File: src/rtl/fifo_wr_arbiter_pkg.sv
// Shared definitions for the FIFO write-side arbiter: FSM state encoding and
// an elaboration-time clog2 helper.
package fifo_wr_arbiter_pkg;

  typedef enum logic {
    ST_IDLE  = 1'b0,
    ST_GRANT = 1'b1
  } state_t;

  function automatic int clog2(input int n);
    int r;
    int v;
    r = 0;
    v = 1;
    while (v < n) begin
      v = v * 2;
      r = r + 1;
    end
    return r;
  endfunction

endpackage

File: src/rtl/fifo_wr_arbiter_rr_pick.sv
// Combinational rotating-priority picker: returns the first requester found
// after last_owner, wrapping modulo NUM_REQ.
module rr_pick
  import fifo_wr_arbiter_pkg::*;
#(
  parameter int NUM_REQ = 4,
  parameter int IDX_W   = clog2(NUM_REQ)
) (
  input  logic [NUM_REQ-1:0] req,
  input  logic [IDX_W-1:0]   last_owner,
  output logic [IDX_W-1:0]   pick_idx,
  output logic               pick_vld
);

  int unsigned idx;

  always_comb begin
    pick_idx = '0;
    pick_vld = 1'b0;
    idx      = 0;
    for (int unsigned k = 1; k <= NUM_REQ; k++) begin
      idx = (32'(last_owner) + k) % NUM_REQ;
      if (!pick_vld && req[IDX_W'(idx)]) begin
        pick_vld = 1'b1;
        pick_idx = IDX_W'(idx);
      end
    end
  end

endmodule

File: src/rtl/fifo_wr_arbiter.sv
// Round-robin arbiter sharing one FIFO write port among NUM_REQ producers,
// with bounded burst tenures and write gating on fifo_full.
module fifo_wr_arbiter
  import fifo_wr_arbiter_pkg::*;
#(
  parameter int NUM_REQ   = 4,
  parameter int WIDTH     = 8,
  parameter int MAX_BURST = 4,
  parameter int IDX_W     = clog2(NUM_REQ)
) (
  input  logic                     clk,
  input  logic                     reset,
  input  logic [NUM_REQ-1:0]       req,
  input  logic [NUM_REQ*WIDTH-1:0] req_data,
  output logic [NUM_REQ-1:0]       gnt,
  input  logic                     fifo_full,
  output logic                     fifo_write,
  output logic [WIDTH-1:0]         fifo_data,
  output logic                     busy,
  output logic [IDX_W-1:0]         owner
);

  localparam int                CNT_W      = clog2(MAX_BURST) + 1;
  localparam logic [IDX_W-1:0]  OWNER_RST  = IDX_W'(NUM_REQ - 1);
  localparam logic [CNT_W-1:0]  BURST_LAST = CNT_W'(MAX_BURST - 1);

  state_t             state_q, state_d;
  logic [IDX_W-1:0]   owner_q, owner_d;
  logic [IDX_W-1:0]   last_q, last_d;
  logic [CNT_W-1:0]   burst_q, burst_d;

  logic [IDX_W-1:0]   pick_idx;
  logic               pick_vld;
  logic               owner_req;
  logic [WIDTH-1:0]   owner_word;
  logic               wr_en;

  rr_pick #(
    .NUM_REQ (NUM_REQ),
    .IDX_W   (IDX_W)
  ) u_pick (
    .req        (req),
    .last_owner (last_q),
    .pick_idx   (pick_idx),
    .pick_vld   (pick_vld)
  );

  always_comb begin
    owner_req  = 1'b0;
    owner_word = '0;
    for (int unsigned i = 0; i < NUM_REQ; i++) begin
      if (owner_q == IDX_W'(i)) begin
        owner_req  = req[i];
        owner_word = req_data[i*WIDTH +: WIDTH];
      end
    end
  end

  // Outputs are forced quiet while reset is high, even mid-burst.
  always_comb begin
    wr_en      = (state_q == ST_GRANT) && owner_req && !fifo_full && !reset;
    gnt        = '0;
    for (int unsigned i = 0; i < NUM_REQ; i++) begin
      gnt[i] = wr_en && (owner_q == IDX_W'(i));
    end
    fifo_write = wr_en;
    fifo_data  = wr_en ? owner_word : '0;
    busy       = (state_q == ST_GRANT) && !reset;
    owner      = owner_q;
  end

  always_comb begin
    state_d = state_q;
    owner_d = owner_q;
    last_d  = last_q;
    burst_d = burst_q;
    case (state_q)
      ST_IDLE: begin
        burst_d = '0;
        if (pick_vld) begin
          owner_d = pick_idx;
          state_d = ST_GRANT;
        end
      end
      ST_GRANT: begin
        if (!owner_req) begin
          state_d = ST_IDLE;
          last_d  = owner_q;
        end else if (!fifo_full) begin
          burst_d = burst_q + 1'b1;
          if (burst_q == BURST_LAST) begin
            state_d = ST_IDLE;
            last_d  = owner_q;
          end
        end
      end
      default: state_d = ST_IDLE;
    endcase
  end

  always_ff @(posedge clk) begin
    if (reset) begin
      state_q <= ST_IDLE;
      owner_q <= OWNER_RST;
      last_q  <= OWNER_RST;
      burst_q <= '0;
    end else begin
      state_q <= state_d;
      owner_q <= owner_d;
      last_q  <= last_d;
      burst_q <= burst_d;
    end
  end

endmodule

File: config.mk
export PLATFORM = sky130hd
export DESIGN_NAME = fifo_wr_arbiter
export DESIGN_NICKNAME = d
export VERILOG_FILES = /design/src/rtl/fifo_wr_arbiter_pkg.sv /design/src/rtl/fifo_wr_arbiter_rr_pick.sv /design/src/rtl/fifo_wr_arbiter.sv
export SDC_FILE = /design/constraint.sdc
export NUM_CORES = 1
export LEC_CHECK = 0
export BUFFER_PORTS_ARGS = -buffer_cell sky130_fd_sc_hd__buf_2
export CAP_MARGIN = 5
export CORE_MARGIN = 3
export CORE_UTILIZATION = 41
export CTS_CLUSTER_SIZE = 28
export DETAILED_ROUTE_END_ITERATION = 8
export PLACE_DENSITY = 0.81
export SLEW_MARGIN = 20
export SYNTH_ARGS = -nofsm -noshare
export SYNTH_HDL_FRONTEND = slang
export SYNTH_SLANG_ARGS = --single-unit
File: constraint.sdc
create_clock -name clk -period 2 [get_ports clk]
set_input_delay 0.1 -clock clk [delete_from_list [all_inputs] [get_ports clk]]
set_output_delay 0.1 -clock clk [all_outputs]
set_load 0.05 [all_outputs]
**Word level (Yosys, flattened, before mapping)**

Index checks and enable logic that the tools add are counted.

- Reductions and logical operators: 20
- Add/sub/neg operators: 5
- Mux-type cells: 36
- Equal/unequal tests: 8
- Magnitude comparators: 4
- Bitwise gates (word level): 1

Operators by type and width:

| kind | number |
|---|---|
| 8-bit 2-to-1 mux | 5 |
| 1-bit 2-to-1 mux | 16 |
| 2-bit 2-to-1 mux | 7 |
| 2-bit by 3-bit less-than comparator with 1-bit output (second input constant) | 4 |
| 1-bit logical AND | 11 |
| 1-bit binary-select mux with 2-bit select | 4 |
| 3-bit 2-to-1 mux | 2 |
| 3-bit one-hot mux with 2 select lines | 1 |
| 1-bit zero test | 5 |
| 2-bit by 1-bit adder with 2-bit output (second input constant) | 2 |
| 2-bit adder (second input constant) | 2 |
| 2-bit == test (second input constant) | 2 |
| 2-bit by 1-bit != test with 1-bit output (second input constant) | 2 |
| 2-bit != test (second input constant) | 2 |
| 2-bit AND reduction | 2 |
| 3-bit by 1-bit adder with 3-bit output (second input constant) | 1 |
| 3-bit by 2-bit == test with 1-bit output (second input constant) | 1 |
| 3-bit AND reduction | 1 |
| 2-bit by 1-bit == test with 1-bit output (second input constant) | 1 |
| 2-bit zero test | 1 |
| 1-bit one-hot mux with 2 select lines | 1 |
| 1-bit NOT | 1 |

- Output and inout port bits: 16
- Register bits: 8
- Word-level logic and storage cells: 78
- Bits of input ports: 39

**Depth between registers and ports, before layout**

- Word-level depth: 15
- Mapped depth: 6
- Gate-level depth less buffers: 6

**Hierarchy**

A second synthesis with hierarchy kept.

- Cells, all modules: 83
- Area total of the unflattened synthesis: 825.8 µm²

By module, submodules not included:

| module | times used | area each (µm²) | cells an instance | sequential area each (µm²) |
|---|---|---|---|---|
| fifo_wr_arbiter | 1 | 734.5 | 69 | 160.2 |
| rr_pick | 1 | 91.3 | 14 | 0.0 |

**Least setup slack after synthesis**

No wires, ideal clock.

- Kind: reg-to-output
- Start point: reg owner_q[1] (netlist: owner[1])
- End point: out fifo_data[2]
- Stages on the path, launching flop included: 7
- Arrival time: 2259 ps
- Path buffers: 2
- Required time: 1900 ps
- Setup slack: -359 ps
- Cell sequence: dfxtp_1 buf_2 mux4_2 nand2b_4 or2_4 buf_6 nor2b_1

- Cells in the longest elaborated chain, start to end: 9
- Elaborated cells on any way between the ends: 16
- Classes of those cells: eq/ne (3); mux (9); reduce/logical (4)

Ends and longest elaborated chain:

| item | RTL line | RTL |
|---|---|---|
| from (decl) | fifo_wr_arbiter.sv:28 | `logic [IDX_W-1:0] owner_q, owner_d;` |
| from (signal assigned) | fifo_wr_arbiter.sv:109 | `owner_q <= owner_d;` |
| 2-bit zero test | fifo_wr_arbiter.sv:52 | `if (owner_q == IDX_W'(i)) begin` |
| 1-bit 2-to-1 mux (4 in series) | fifo_wr_arbiter.sv:52 |  |
| 1-bit logical AND (3 in series) | fifo_wr_arbiter.sv:61 | `wr_en = (state_q == ST_GRANT) && owner_req && !fifo_full && !reset;` |
| 8-bit 2-to-1 mux (*) | fifo_wr_arbiter.sv:67 | `fifo_data = wr_en ? owner_word : '0;` |
| to (decl) | fifo_wr_arbiter.sv:18 | `output logic [WIDTH-1:0] fifo_data,` |

Mark *: on every way between the ends. The rest lies on a longest branch, timed or not.

**Final worst setup path**

- Start point: reg owner_q[0] (netlist: owner[0])
- End point: out fifo_data[2]

Same word-level chain as after synthesis.

==> impl_metrics.toml <==
[floorplan]
die_w_um = 50.3
dieHeight_um = 50.3
die-area_sq_um = 2530
num_io_pins = 55
core_sq_um = 1780
rows = 15
start_util_pct = 45.1

[clock_tree]
cts_tree = "built"
clkLatencyLatePin_ps = 260
cts.sinks = 8
ctsHoldBuffers = 0
cts.htree.levels = 1
clkTransAtPathRegs_ps = 60
cts_root_buf = "clkbuf_4"
numCtsBuffers = 3
clock_path_buffers = 2

[synth]
synth.net_count = 120
synth_edf_count = 0
synth.largest_area_cell = "dfxtp_1"
synth_cells = 79
synthFlopType = "dfxtp_1"
ys_ff_latch = 8
synthTopCellsByArea = "dfxtp_1 20%, mux4_2 20%, nor2b_1 8.6%"
ys_warn_count = 0
synth.top_cell.area_share_pct = 19.9
synthArstFlopShare_pct = 0
ys_seq_area_share_pct = 19.9
synth_cell_types = 30
syn_area_sq_um = 805
avgSynthCellArea_sq_um = 10.2

[pwr]
power.leakage_nw = 0.669
power_density_nw_per_um2 = 487
peakVddDrop_v = 0.000293

[place]
hpwl_um = 1650
place.port_buffers = 54
gp_congestion = 0.829

[global_routing]
grt_max_degree = 18
grt_usage_pct = 16.8
antenna_found_initial = 0
overflow = 0
grt_pass1_wl_um = 3350
grt_pass1_vias = 799

[route]
drc = 0
met3_length_um = 211
vias = 873
antenna_left = 0
totalWireLength_um = 2320
wl_met2_um = 1210
wl_per_cell_um = 13.7
met1_length_um = 893
avgViaCountPerCell = 5.17
top_layer_used = "met4"
drt_iter0_drc = 11
dr.pass1.iters = 4

[worst_setup_path]
cp_slowest_cell = "dfxtp_4"
crit_type = "register to primary output"
cp-start-kind = "register"
arrival_ps = 1850
crit_chain = "mux4_2 -> nand2b_4 -> or2_4 -> buf_4 -> nor2b_2 -> buf_2"
cp-end-kind = "primary output"
slowest_delay_ps = 370
crit_buf_inv = 2
path_max_fanout = 7
rrSetupSlack_ps = 320
worst_ep_required_time_ps = 1900
crit_family = "buffers and inverters"

[sta]
tightest_slew_ps = 534
period_minus_slack_ps = 1950
max_freq_ghz = 0.513
maxSlewHeadroom_pct = 64.3
finalHoldViolCount = 0
setup_viol = 0
finalCritPeriodShare_pct = 97.5
tns_ps = 0
finalClockSkew_ps = 16.2
slew_violations = 0

[flow_run]
drv_cap = 0

[cells_and_area]
final_core_util_pct = 71.6
area_growth_syn_to_layout_pct = 58.6
drive_gt1_share_pct = 63.2
insertedDiodeCount = 0
final_common_cell = "buf_2"
final_cell_mix = "49 x buf_2, 13 x buf_4, 8 x nor2_1, 7 x mux4_2, 7 x inv_1"
nets = 186

[status]
run_status = "finished clean"

[min_path]
hold_path.class = "input port to register"
registers in the layout, indices dropped and copies added, names as in the netlist:
name and count:
last_q 2, burst_q 3, owner 2, state_q 1
power breakdown:
| group | switching [mW] | total (mW) | internal (mW) | leakage [nW] |
|---|---|---|---|---|
| Combinational | 0.145 | 0.305 | 0.160 | 0.588 |
| Sequential | 0.0124 | 0.183 | 0.171 | 0.0659 |
| Clock | 0.0566 | 0.133 | 0.0764 | 0.0150 |
layer usage:
metal / track usage (%) / up-vias
met5: 0 / -
met4: 5.38 / 0
met3: 4.45 / 2
met2: 30.0 / 42
met1: 19.4 / 404
li1: - / 425
metrics by stage:
step                      power [mW]  worst slack, ps  hold slack, ps  area, sq um  cells
after detailed placement       0.456              205             386         1140    154
after global placement         0.450              238             382         1140    154
after floorplan                0.392            -45.1             179          863     79
final                          0.621             49.5             104         1280    169
after global routing           0.656            -2.05             120         1280    169
after CTS                      0.602             2.77             104         1220    162
layout make-up:
cell class              count  area [sq um]
multi-input cells          59           636
fillers                   128           507
repair buffers             66           389
flip-flops and latches      8           168
well taps                  25          31.3
clock buffers               4          26.3
inverters                   7          26.3
worst paths after layout:
kind	from	endpoint	cells after the start
setup / recovery	owner[0]	fifo_data[2]	6
hold / removal	reset	state_q	2
setup reg to reg	owner[1]	last_q[1]	5
hold reg to reg	burst_q[2]	burst_q[2]	1
synth_stat cells, types with 2 or more instances:
| library cell | count |
|---|---|
| nor2b_1 | 11 |
| nor2_1 | 9 |
| dfxtp_1 | 8 |
| inv_1 | 7 |
| mux4_2 | 7 |
| mux2i_1 | 5 |
| nor3_1 | 3 |
| buf_2 | 2 |
| buf_6 | 2 |
| ha_1 | 2 |
| mux4_1 | 2 |
| nor3b_1 | 2 |
| nor3b_2 | 2 |
kinds of logic after synthesis:
group	after synthesis	share of synthesized area, %
XOR/XNOR	1	1.09
AND/OR/NAND/NOR	34	26.4
AO/OA/AOI/OAI	8	9.33
multiplexers	14	32.3
adder cells (fa/ha/maj)	2	3.11
flip-flops	8	19.9
buffers and inverters	12	7.78
timing repair:
action	CTS	global route
buffers inserted	4	7
hold endpoints to repair	0	0
setup endpoints to repair	13	12
pin swaps	1	2
resized for setup	5	2
(Power assumes the default switching activity.)
